--- config.mk ---
export PLATFORM = sky130hd
export DESIGN_NAME = instr_loader
export DESIGN_NICKNAME = d
export VERILOG_FILES = /design/src/rtl/loader_pkg.sv /design/src/rtl/instr_loader.sv
export SDC_FILE = /design/constraint.sdc
export NUM_CORES = 1
export LEC_CHECK = 0
export CORE_ASPECT_RATIO = 1.2
export CORE_MARGIN = 1.5
export CORE_UTILIZATION = 53
export CTS_BUF_LIST = sky130_fd_sc_hd__clkbuf_2 sky130_fd_sc_hd__clkbuf_4 sky130_fd_sc_hd__clkbuf_8
export DETAILED_ROUTE_END_ITERATION = 10
export MAX_ROUTING_LAYER = met4
export PLACE_DENSITY = 0.84
export SLEW_MARGIN = 20
export SYNTH_ARGS = -nofsm -noshare
export SYNTH_HDL_FRONTEND = slang
export SYNTH_SLANG_ARGS = --single-unit
export TNS_END_PERCENT = 30
--- constraint.sdc ---
create_clock -name clk -period 2.1 [get_ports clk]
set_clock_uncertainty 0.1 [all_clocks]
set_input_delay 0.315 -clock clk [delete_from_list [all_inputs] [get_ports clk]]
set_output_delay 0.315 -clock clk [all_outputs]
set_load 0.02 [all_outputs]
--- src/rtl/loader_pkg.sv ---
// Shared types and constants for the serial instruction loader.
// Latency: n/a (definitions only).
// Backpressure: n/a. CSUM exists only when LOADER_CHECKSUM_EN is defined.
package loader_pkg;

    // Number of bytes in the word-count header and in each instruction word
    localparam int HDR_BYTES  = 2;
    localparam int WORD_BYTES = 4;
    localparam int WORD_BITS  = WORD_BYTES * 8;

    typedef enum logic [2:0] {
        HDR0,
        HDR1,
        LOAD,
        WRITE,
`ifdef LOADER_CHECKSUM_EN
        CSUM,
`endif
        DONE,
        ERROR
    } state_e;

    // States in which the loader consumes bytes from the stream
    function automatic logic accepts_bytes(input state_e s);
`ifdef LOADER_CHECKSUM_EN
        return (s == HDR0) || (s == HDR1) || (s == LOAD) || (s == CSUM);
`else
        return (s == HDR0) || (s == HDR1) || (s == LOAD);
`endif
    endfunction

endpackage

--- src/rtl/instr_loader.sv ---
// Byte-stream instruction loader: header count N, N little-endian words written to core imem.
// Latency: dbg_wr_en pulses the cycle after the 4th byte of a word is accepted; all outputs registered.
// Backpressure: in_ready drops for the WRITE cycle and in DONE/ERROR; bytes move only on in_valid & in_ready.
//
// Ports:
//   clk, rst (async, active low)
//   in_valid/in_data/in_ready : byte stream in
//   start                     : reload request, honoured only in DONE or ERROR
//   dbg_wr_en/dbg_addr/dbg_instr : instruction-memory write port into the core
//   cpu_rst                   : core reset, high until the load completes
//   err                       : checksum failure (always 0 unless LOADER_CHECKSUM_EN)
// Build option: define LOADER_CHECKSUM_EN to add the trailing XOR checksum byte and CSUM state.
module instr_loader
    import loader_pkg::*;
#(
    parameter int                            XLEN               = 64,
    parameter int                            INSTRUCTION_LENGTH = XLEN / 2,
    parameter logic [INSTRUCTION_LENGTH-1:0] BASE_ADDR          = '0
) (
    input  logic                          clk,
    input  logic                          rst,
    input  logic                          in_valid,
    input  logic [7:0]                    in_data,
    output logic                          in_ready,
    input  logic                          start,
    output logic                          dbg_wr_en,
    output logic [INSTRUCTION_LENGTH-1:0] dbg_addr,
    output logic [INSTRUCTION_LENGTH-1:0] dbg_instr,
    output logic                          cpu_rst,
    output logic                          err
);

    localparam int IL = INSTRUCTION_LENGTH;
    localparam int CW = HDR_BYTES * 8;

    // Where the FSM goes once the payload (or an empty header) is finished
`ifdef LOADER_CHECKSUM_EN
    localparam state_e AFTER_PAYLOAD = CSUM;
`else
    localparam state_e AFTER_PAYLOAD = DONE;
`endif

    state_e            state_q, state_d;
    logic [CW-1:0]     cnt_q, cnt_d;            // words still to be written
    logic [1:0]        byte_cnt_q, byte_cnt_d;  // byte position inside the current word
    logic [WORD_BITS-1:0] word_q, word_d;       // word being assembled
    logic [IL-1:0]     addr_q, addr_d;          // address of the next write

    logic              in_ready_q;
    logic              dbg_wr_en_q;
    logic [IL-1:0]     dbg_addr_q;
    logic [IL-1:0]     dbg_instr_q;
    logic              cpu_rst_q;

`ifdef LOADER_CHECKSUM_EN
    logic [7:0]        csum_q, csum_d;
    logic              err_q;
`endif

    logic accept;
    assign accept = in_valid && in_ready_q;

    always_comb begin
        state_d    = state_q;
        cnt_d      = cnt_q;
        byte_cnt_d = byte_cnt_q;
        word_d     = word_q;
        addr_d     = addr_q;
`ifdef LOADER_CHECKSUM_EN
        csum_d     = csum_q;
        // Every accepted byte except the checksum itself joins the running XOR
        if (accept && (state_q != CSUM)) begin
            csum_d = csum_q ^ in_data;
        end
`endif

        case (state_q)
            HDR0: begin
                if (accept) begin
                    cnt_d[7:0] = in_data;
                    state_d    = HDR1;
                end
            end

            HDR1: begin
                if (accept) begin
                    cnt_d[15:8] = in_data;
                    if ({in_data, cnt_q[7:0]} == 16'd0) begin
                        state_d = AFTER_PAYLOAD;
                    end else begin
                        state_d = LOAD;
                    end
                end
            end

            LOAD: begin
                if (accept) begin
                    word_d[{byte_cnt_q, 3'b000} +: 8] = in_data;
                    byte_cnt_d = byte_cnt_q + 2'd1;
                    if (byte_cnt_q == 2'(WORD_BYTES - 1)) begin
                        state_d = WRITE;
                    end
                end
            end

            WRITE: begin
                // The write itself is issued by the output registers; here we
                // only step past it. Address wraps naturally at IL bits.
                addr_d = addr_q + IL'(4);
                cnt_d  = cnt_q - CW'(1);
                if (cnt_q == CW'(1)) begin
                    state_d = AFTER_PAYLOAD;
                end else begin
                    state_d = LOAD;
                end
            end

`ifdef LOADER_CHECKSUM_EN
            CSUM: begin
                if (accept) begin
                    state_d = (in_data == csum_q) ? DONE : ERROR;
                end
            end
`endif

            DONE, ERROR: begin
                if (start) begin
                    state_d    = HDR0;
                    addr_d     = BASE_ADDR;
                    cnt_d      = '0;
                    byte_cnt_d = '0;
`ifdef LOADER_CHECKSUM_EN
                    csum_d     = '0;
`endif
                end
            end

            default: begin
                state_d = HDR0;
            end
        endcase
    end

    // Outputs are decoded from the next state so they line up with the state
    // they describe without any combinational path to the ports.
    always_ff @(posedge clk or negedge rst) begin
        if (!rst) begin
            state_q     <= HDR0;
            cnt_q       <= '0;
            byte_cnt_q  <= '0;
            word_q      <= '0;
            addr_q      <= BASE_ADDR;
            in_ready_q  <= 1'b1;
            dbg_wr_en_q <= 1'b0;
            dbg_addr_q  <= BASE_ADDR;
            dbg_instr_q <= '0;
            cpu_rst_q   <= 1'b1;
        end else begin
            state_q     <= state_d;
            cnt_q       <= cnt_d;
            byte_cnt_q  <= byte_cnt_d;
            word_q      <= word_d;
            addr_q      <= addr_d;
            in_ready_q  <= accepts_bytes(state_d);
            dbg_wr_en_q <= (state_d == WRITE);
            cpu_rst_q   <= (state_d != DONE);
            // Only entering WRITE updates the write port; it holds otherwise
            if (state_d == WRITE) begin
                dbg_addr_q  <= addr_d;
                dbg_instr_q <= IL'(word_d);
            end
        end
    end

`ifdef LOADER_CHECKSUM_EN
    always_ff @(posedge clk or negedge rst) begin
        if (!rst) begin
            csum_q <= '0;
            err_q  <= 1'b0;
        end else begin
            csum_q <= csum_d;
            err_q  <= (state_d == ERROR);
        end
    end

    assign err = err_q;
`else
    assign err = 1'b0;
`endif

    assign in_ready  = in_ready_q;
    assign dbg_wr_en = dbg_wr_en_q;
    assign dbg_addr  = dbg_addr_q;
    assign dbg_instr = dbg_instr_q;
    assign cpu_rst   = cpu_rst_q;

endmodule

==> results of run 1 <==
-- timing repair --
| item | CTS | global route |
|---|---|---|
| gates resized for setup | 0 | 1 |
| endpoints found under the hold margin | 47 | 0 |
| hold buffers | 1 | 0 |
| setup buffers | 0 | 0 |
| setup endpoints to repair | 0 | 1 |
-- layer usage --
metal	vias to the layer above	global-route usage [%]	routed length (um)	part of all wire [%]
met5	-	-	0	0
met4	0	10.7	344	2.0
met3	34	5.38	933	5.4
met2	200	44.8	8810	51
met1	2868	31.8	7110	41
li1	2696	-	-	-
-- area by class of cell --
cell class              count  area share [%]
flip-flops and latches    152            43.8
clock inverters            13            2.26
inverters                  12           0.518
repair buffers            117            13.4
well taps                 168            2.42
multi-input cells         494            34.7
clock buffers              19            2.86
-- report_power, final --
part	leakage (nW)	switching [mW]	total (mW)	internal [mW]
Combinational	1.97	2.88	5.14	2.25
Clock	0.218	1.13	2.47	1.34
Sequential	1.81	0.760	4.78	4.02
Total	3.99	4.78	12.4	7.61
-- cell families (layout without fill, tap and decap cells) --
logic type      after synthesis  in the layout
xor+xnor                      2              2
buf+inv                      47            161
simple gates                319            319
fa+ha+maj                    10             10
flops                       152            152
other cells                   1              1
mux                          34             34
compound gates              128            128
-- state kept, by name, summed over array words and instances, names as in the netlist --
| name | cells |
|---|---|
| addr_q | 32 |
| byte_cnt_q | 2 |
| cnt_q | 16 |
| cpu_rst | 1 |
| dbg_addr | 32 |
| dbg_instr | 32 |
| dbg_wr_en | 1 |
| in_ready | 1 |
| state_q | 3 |
| word_q | 32 |
-- synth_stat cells (3+ instances only) --
| master | n | area share, % |
|---|---|---|
| clkbuf_1 | 3 | 0.16 |
| mux2i_1 | 20 | 2.8 |
| nand2_1 | 117 | 6.2 |
| nor4_2 | 5 | 0.88 |
| ha_1 | 10 | 1.8 |
| buf_4 | 7 | 0.74 |
| a21oi_1 | 13 | 0.92 |
| nand4_1 | 12 | 1.1 |
| buf_6 | 4 | 0.64 |
| mux2_2 | 14 | 2.2 |
| nand3b_1 | 4 | 0.42 |
| nor4_1 | 3 | 0.27 |
| a31oi_1 | 40 | 3.5 |
| dfrtp_1 | 150 | 53 |
| nor3_1 | 8 | 0.57 |
| and2_1 | 6 | 0.53 |
| a22oi_1 | 5 | 0.53 |
| nor4_4 | 3 | 0.90 |
| a22o_1 | 10 | 1.2 |
| and3_1 | 13 | 1.1 |
| nor3_2 | 4 | 0.57 |
| inv_1 | 11 | 0.58 |
| nor2_1 | 60 | 3.2 |
| nand3_1 | 60 | 4.2 |
| o21ai_1 | 5 | 0.35 |
| nor3b_2 | 3 | 0.53 |
| o21ai_0 | 27 | 1.9 |
| buf_2 | 20 | 1.4 |
| o211ai_1 | 3 | 0.32 |
-- stage by stage --
step           power, mW  std cells  setup WS (ns)  hold WS (ns)
2_1_floorplan       7.80        693         0.0892       -0.0806
3_3_place_gp        9.68        942        -0.0429         0.194
3_5_place_dp        9.94        942         -0.104         0.206
4_1_cts             12.4        975        0.00602         0.295
5_1_grt             13.1        975       0.000580         0.332
6_report            12.4        975          0.102         0.289
-- worst paths after layout --
check / start / endpoint / slack, ns / cells past startpoint
worst max register to register: state_q[1] / cnt_q[13] / 0.10 / 6
max in group asynchronous: rst / cpu_rst / 0.97 / 3
worst min register to register: addr_q[31] / addr_q[31] / 0.36 / 1
worst max-delay path: state_q[1] / cnt_q[13] / 0.10 / 6
worst min-delay path: rst / word_q[21] / 0.29 / 2
min in group clk: addr_q[31] / addr_q[31] / 0.36 / 1
-- critical path, delay by kind of cell, from the launching register on --
| kind | cells | cell delay (ns) |
|---|---|---|
| buffers and inverters | 2 | 0.44 |
| DFF | 1 | 0.46 |
| AOI/OAI and AO/OA | 3 | 0.62 |
| and+or+nand+nor | 1 | 0.27 |
==> metrics.yaml, run 1 <==
hpwl_um: 11800
drc_errors: 0
final.setup.tns_ns: 0
ys_seq_area_share_pct: 53.7
dr.pass1.iters: 5
hold_viol_final: 0
synth_warnings: 0
vias: 5798
async_flop_share_pct: 100
grt_pass1_wl_um: 28600
grt_pass1_vias: 5899
syn-mean-instance-area_um2: 10.2
layout_commonest_cell: "dfrtp_1"
io_buffers: 78
via_per_inst: 5.95
layout_min_cycle_time_ns: 2.00
antenna_found_initial: 0
vdd_ir_drop_max_v: 0.000697
clk_pin_slew_ns: 0.09
worst_skew_pair.late_latency_ns: 0.45
post_synth_num_cell_types: 70
cts_buffers: 17
ant_nets: 0
setup-violations-final: 0
synth_nets: 715
dominantRegCellSynth: "dfrtp_1"
tightest_slew_ns: 0.585
crit_arrival_ns: 2.24
clock_sinks: 152
std_cell_rows: 46
power_density_nw_per_um2: 1430
cp-start-kind: "flip-flop"
grt_overflow: 0
io_pins: 80
stdcell_area_um2: 8690
nets: 816
cts-root-buf: "clkbuf_8"
synthMuxAreaShare_pct: 5.05
grt_max_degree: 73
seq_area_um2: 3810
core-area_um2: 13100
netlist_area_um2: 7080
die_w_um: 109
crit_type: "reg -> reg"
place.gp.congestion: 0.913
cp-end-kind: "flip-flop"
cts_tree: "yes"
finish.utilization_pct: 66.2
min_path_type: "in -> async"
status: "completed"
htree_levels: 4
crit_path_max_incr_delay_ns: 0.46
synth-edff-count: 0
cp_data_required_time_ns: 2.35
dpl_cell_area_um2: 8230
wl_per_cell_um: 17.6
path_cells: "buf_4 > nand3b_1 > buf_12 > o21ai_1 > o21ai_0 > a22o_1"
crit_slowest_cell: "dfrtp_1"
min_period_over_period_pct: 95.1
synth_fa_ha_area_share_pct: 1.77
yosys.area_share.simple_pct: 23.4
power.leakage_nw: 3.99
max_cap_violations: 0
nFillCells: 1037
synth_compound_area_share_pct: 12.1
clock_path_buffers: 2
synth_top_family_by_area: "simple AND/OR/NAND/NOR gates"
die_h_um: 130
drt-total-wl_um: 17200
drive_above_1_share_pct: 14.3
synthXorXnorAreaFrac_pct: 0.247
slew_headroom_pct: 60.7
track_usage_pct: 26.8
area_growth_pct: 22.7
die_area_um2: 14100
multi_input_area_um2: 3020
antenna_cells: 0
start_util_pct: 54.0
cp_max_fo: 20
max_freq_mhz: 501
most-common-layout-cells: "150 x dfrtp_1, 117 x nand2_1, 76 x clkdlybuf4s50_1"
first_iter_violations: 409
synthesis.instances: 693
ys_seq_elements: 152
slew_viol_final: 0
rsz0062_at_grt: "false"
Power figures use the tool's default switching activity.
==> run 2, diff against run 1 <==
--- a/config.mk
+++ b/config.mk
@@ -5,13 +5,15 @@
 export SDC_FILE = /design/constraint.sdc
 export NUM_CORES = 1
 export LEC_CHECK = 0
+export CELL_PAD_IN_SITES_DETAIL_PLACEMENT = 1
+export CELL_PAD_IN_SITES_GLOBAL_PLACEMENT = 1
 export CORE_ASPECT_RATIO = 1.2
 export CORE_MARGIN = 1.5
-export CORE_UTILIZATION = 53
+export CORE_UTILIZATION = 49
 export CTS_BUF_LIST = sky130_fd_sc_hd__clkbuf_2 sky130_fd_sc_hd__clkbuf_4 sky130_fd_sc_hd__clkbuf_8
 export DETAILED_ROUTE_END_ITERATION = 10
 export MAX_ROUTING_LAYER = met4
-export PLACE_DENSITY = 0.84
+export PLACE_DENSITY = 0.92
 export SLEW_MARGIN = 20
 export SYNTH_ARGS = -nofsm -noshare
 export SYNTH_HDL_FRONTEND = slang
==> constraint.sdc (replaced) <==
create_clock -name clk -period 2.3 [get_ports clk]
set_clock_uncertainty 0.1 [all_clocks]
set_input_delay 0.345 -clock clk [delete_from_list [all_inputs] [get_ports clk]]
set_output_delay 0.345 -clock clk [all_outputs]
set_load 0.01 [all_outputs]
==> run 2 against run 1 <==
Against the previous run:
- fmax fell by 8.8%
- sequential share of layout area grew 0.16 points
- sequential power fell by 6.7%
- via count is 4.3% higher
- cell area down 0.37%
- clock power about the same
- die area is 8.0% higher
- largest cell class unchanged
==> metrics.yaml, run 2 (synthesis gave the netlist of run 1 again) <==
status: "completed"
layout_min_cycle_time_ns: 2.19  # +0.193 ns
cp_data_required_time_ns: 2.59  # +0.24 ns
crit_type: "reg -> reg"
most-common-layout-cells: "150 x dfrtp_1, 117 x nand2_1, 77 x clkdlybuf4s50_1"
track_usage_pct: 30.4  # +3.5 points
io_buffers: 78  # unchanged
grt_pass1_vias: 6688  # +13%
std_cell_rows: 47  # +2.2%
dr.pass1.iters: 8  # +3
clock_power_share_pct: 21.9  # +2.0 points
cp_max_fo: 21  # +5.0%
vias: 6045  # +4.3%
hpwl_um: 14600  # +24%
die_w_um: 113  # +3.9%
min_path_type: "in -> async"
via_per_inst: 6.23  # +4.8%
vdd_ir_drop_max_v: 0.000623  # -11%
cp-end-kind: "flip-flop"
clock_sinks: 152  # unchanged
power_density_nw_per_um2: 1320  # -7.5%
io_pins: 80  # unchanged
setup-violations-final: 0  # unchanged
max_freq_mhz: 456  # -8.8%
holdWs_ns: 0.302  # +0.0136 ns
p_total_mw: 11.4  # -7.9%
cts_tree: "yes"
first_iter_violations: 388  # -5.1%
worst_skew_pair.late_latency_ns: 0.48  # +0.03 ns
die_h_um: 135  # +3.9%
antenna_cells: 0  # unchanged
hold_viol_final: 0  # unchanged
finish.utilization_pct: 62.1  # -4.1 points
cp-start-kind: "flip-flop"
cts_setup_buffers: 0  # unchanged
nets: 808  # -0.98%
core-area_um2: 13900  # +6.2%
max_cap_violations: 0  # unchanged
drt-total-wl_um: 21500  # +25%
ant_nets: 0  # unchanged
finalWorstSetupSlack_ns: 0.109  # +0.00694 ns
cts-root-buf: "clkbuf_8"
cts_buffers: 17  # unchanged
net-switching-power_mw: 4.25  # -11%
slew_viol_final: 0  # unchanged
place.gp.congestion: 0.820  # -10%
switching_share_pct: 37.2  # -1.3 points
dp.cells: 937  # -0.53%
drive_above_1_share_pct: 13.4  # -0.86 points
power.leakage_nw: 3.96  # -0.71%
min_period_over_period_pct: 95.3  # +0.12 points
dpl_cell_area_um2: 8150  # -0.99%
slew_headroom_pct: 61.0  # +0.38 points
rsz0062_at_grt: "false"
combPwrFrac_pct: 39.0  # -2.5 points
die_area_um2: 15200  # +8.0%
p_int_mw: 7.16  # -5.9%
clock_path_buffers: 2  # unchanged
antenna_found_initial: 0  # unchanged
drc_errors: 0  # unchanged
wl_per_cell_um: 22.1  # +25%
dpl_worst_slack_ns: 0.0359  # +0.140 ns
grt_pass1_wl_um: 34600  # +21%
tightest_slew_ns: 0.579  # -0.00565 ns
crit_arrival_ns: 2.48  # +0.24 ns
start_util_pct: 50.8  # -3.2 points
final_cells: 970  # -0.51%
grt_overflow: 0  # unchanged
area_growth_pct: 22.3
clk_pin_slew_ns: 0.09  # about the same
pwr-share-seq_pct: 39.1  # +0.5 points
stdcell_area_um2: 8660  # -0.37%
htree_levels: 4  # unchanged
final.setup.tns_ns: 0  # unchanged
grt_max_degree: 72  # -1.4%
layout_commonest_cell: "dfrtp_1"
## run 2: cell types whose count changed in the layout (fill, tap and decap cells not counted), sizes merged
cell,previous run,this run
buf,39,31
bufinv,4,6
clkbuf,19,20
clkdlybuf4s50,76,77
clkinv,5,3
clkinvlp,2,3
dlymetal6s2s,1,0
inv,14,12
## run 2: timing repair
item / in CTS / in global routing
endpoints found under the setup margin: 0 / 2
hold buffers: 1 / 0
gates resized for setup: 0 / 1
hold endpoints to repair: 47 / 0
## run 2: cell type report
| cell class | instances | area, um2 |
|---|---|---|
| Multi-Input combinational cell | 494 | 3020 |
| Fill cell | 1513 | 5280 |
| Clock buffer | 20 | 269 |
| Timing Repair Buffer | 109 | 1080 |
| Tap cell | 171 | 214 |
| Sequential cell | 152 | 3810 |
| Inverter | 12 | 45.0 |
| Clock inverter | 12 | 221 |
## run 2: path summary, 6_finish.rpt
check / from / end / slack [ns] / depth (start not counted)
min in group clk: addr_q[31] / addr_q[31] / 0.36 / 1
setup / recovery: state_q[1] / cpu_rst / 0.11 / 4
max in group asynchronous: rst / addr_q[7] / 0.99 / 3
hold reg to reg: addr_q[31] / addr_q[31] / 0.36 / 1
setup reg to reg: state_q[1] / cpu_rst / 0.11 / 4
hold / removal: rst / dbg_instr[18] / 0.30 / 2
## run 2: critical path: stages (launching register included)
cell      delay (ns)
dfrtp_1         0.64
nand3b_4        0.33
buf_4           0.32
o32ai_1         0.55
o21bai_1        0.15
## run 2: metal layers
layer	share of wire [%]	wire length, um	GRT usage, %	up-vias
met5	0	0	-	-
met4	3.4	726	15.8	0
met3	4.5	966	5.97	57
met2	53	11500	52.7	227
met1	39	8320	33.1	3092
li1	-	-	-	2669
## run 2: power by group through the flow
stage          clock network [mW]  logic (mW)  registers (mW)
6_report                     2.50        4.45            4.46
5_1_grt                      2.62        4.81            4.57
2_1_floorplan                   0        2.20            4.53
3_5_place_dp                    0        4.33            4.48
3_3_place_gp                    0        4.00            4.38
4_1_cts                      2.52        4.42            4.46
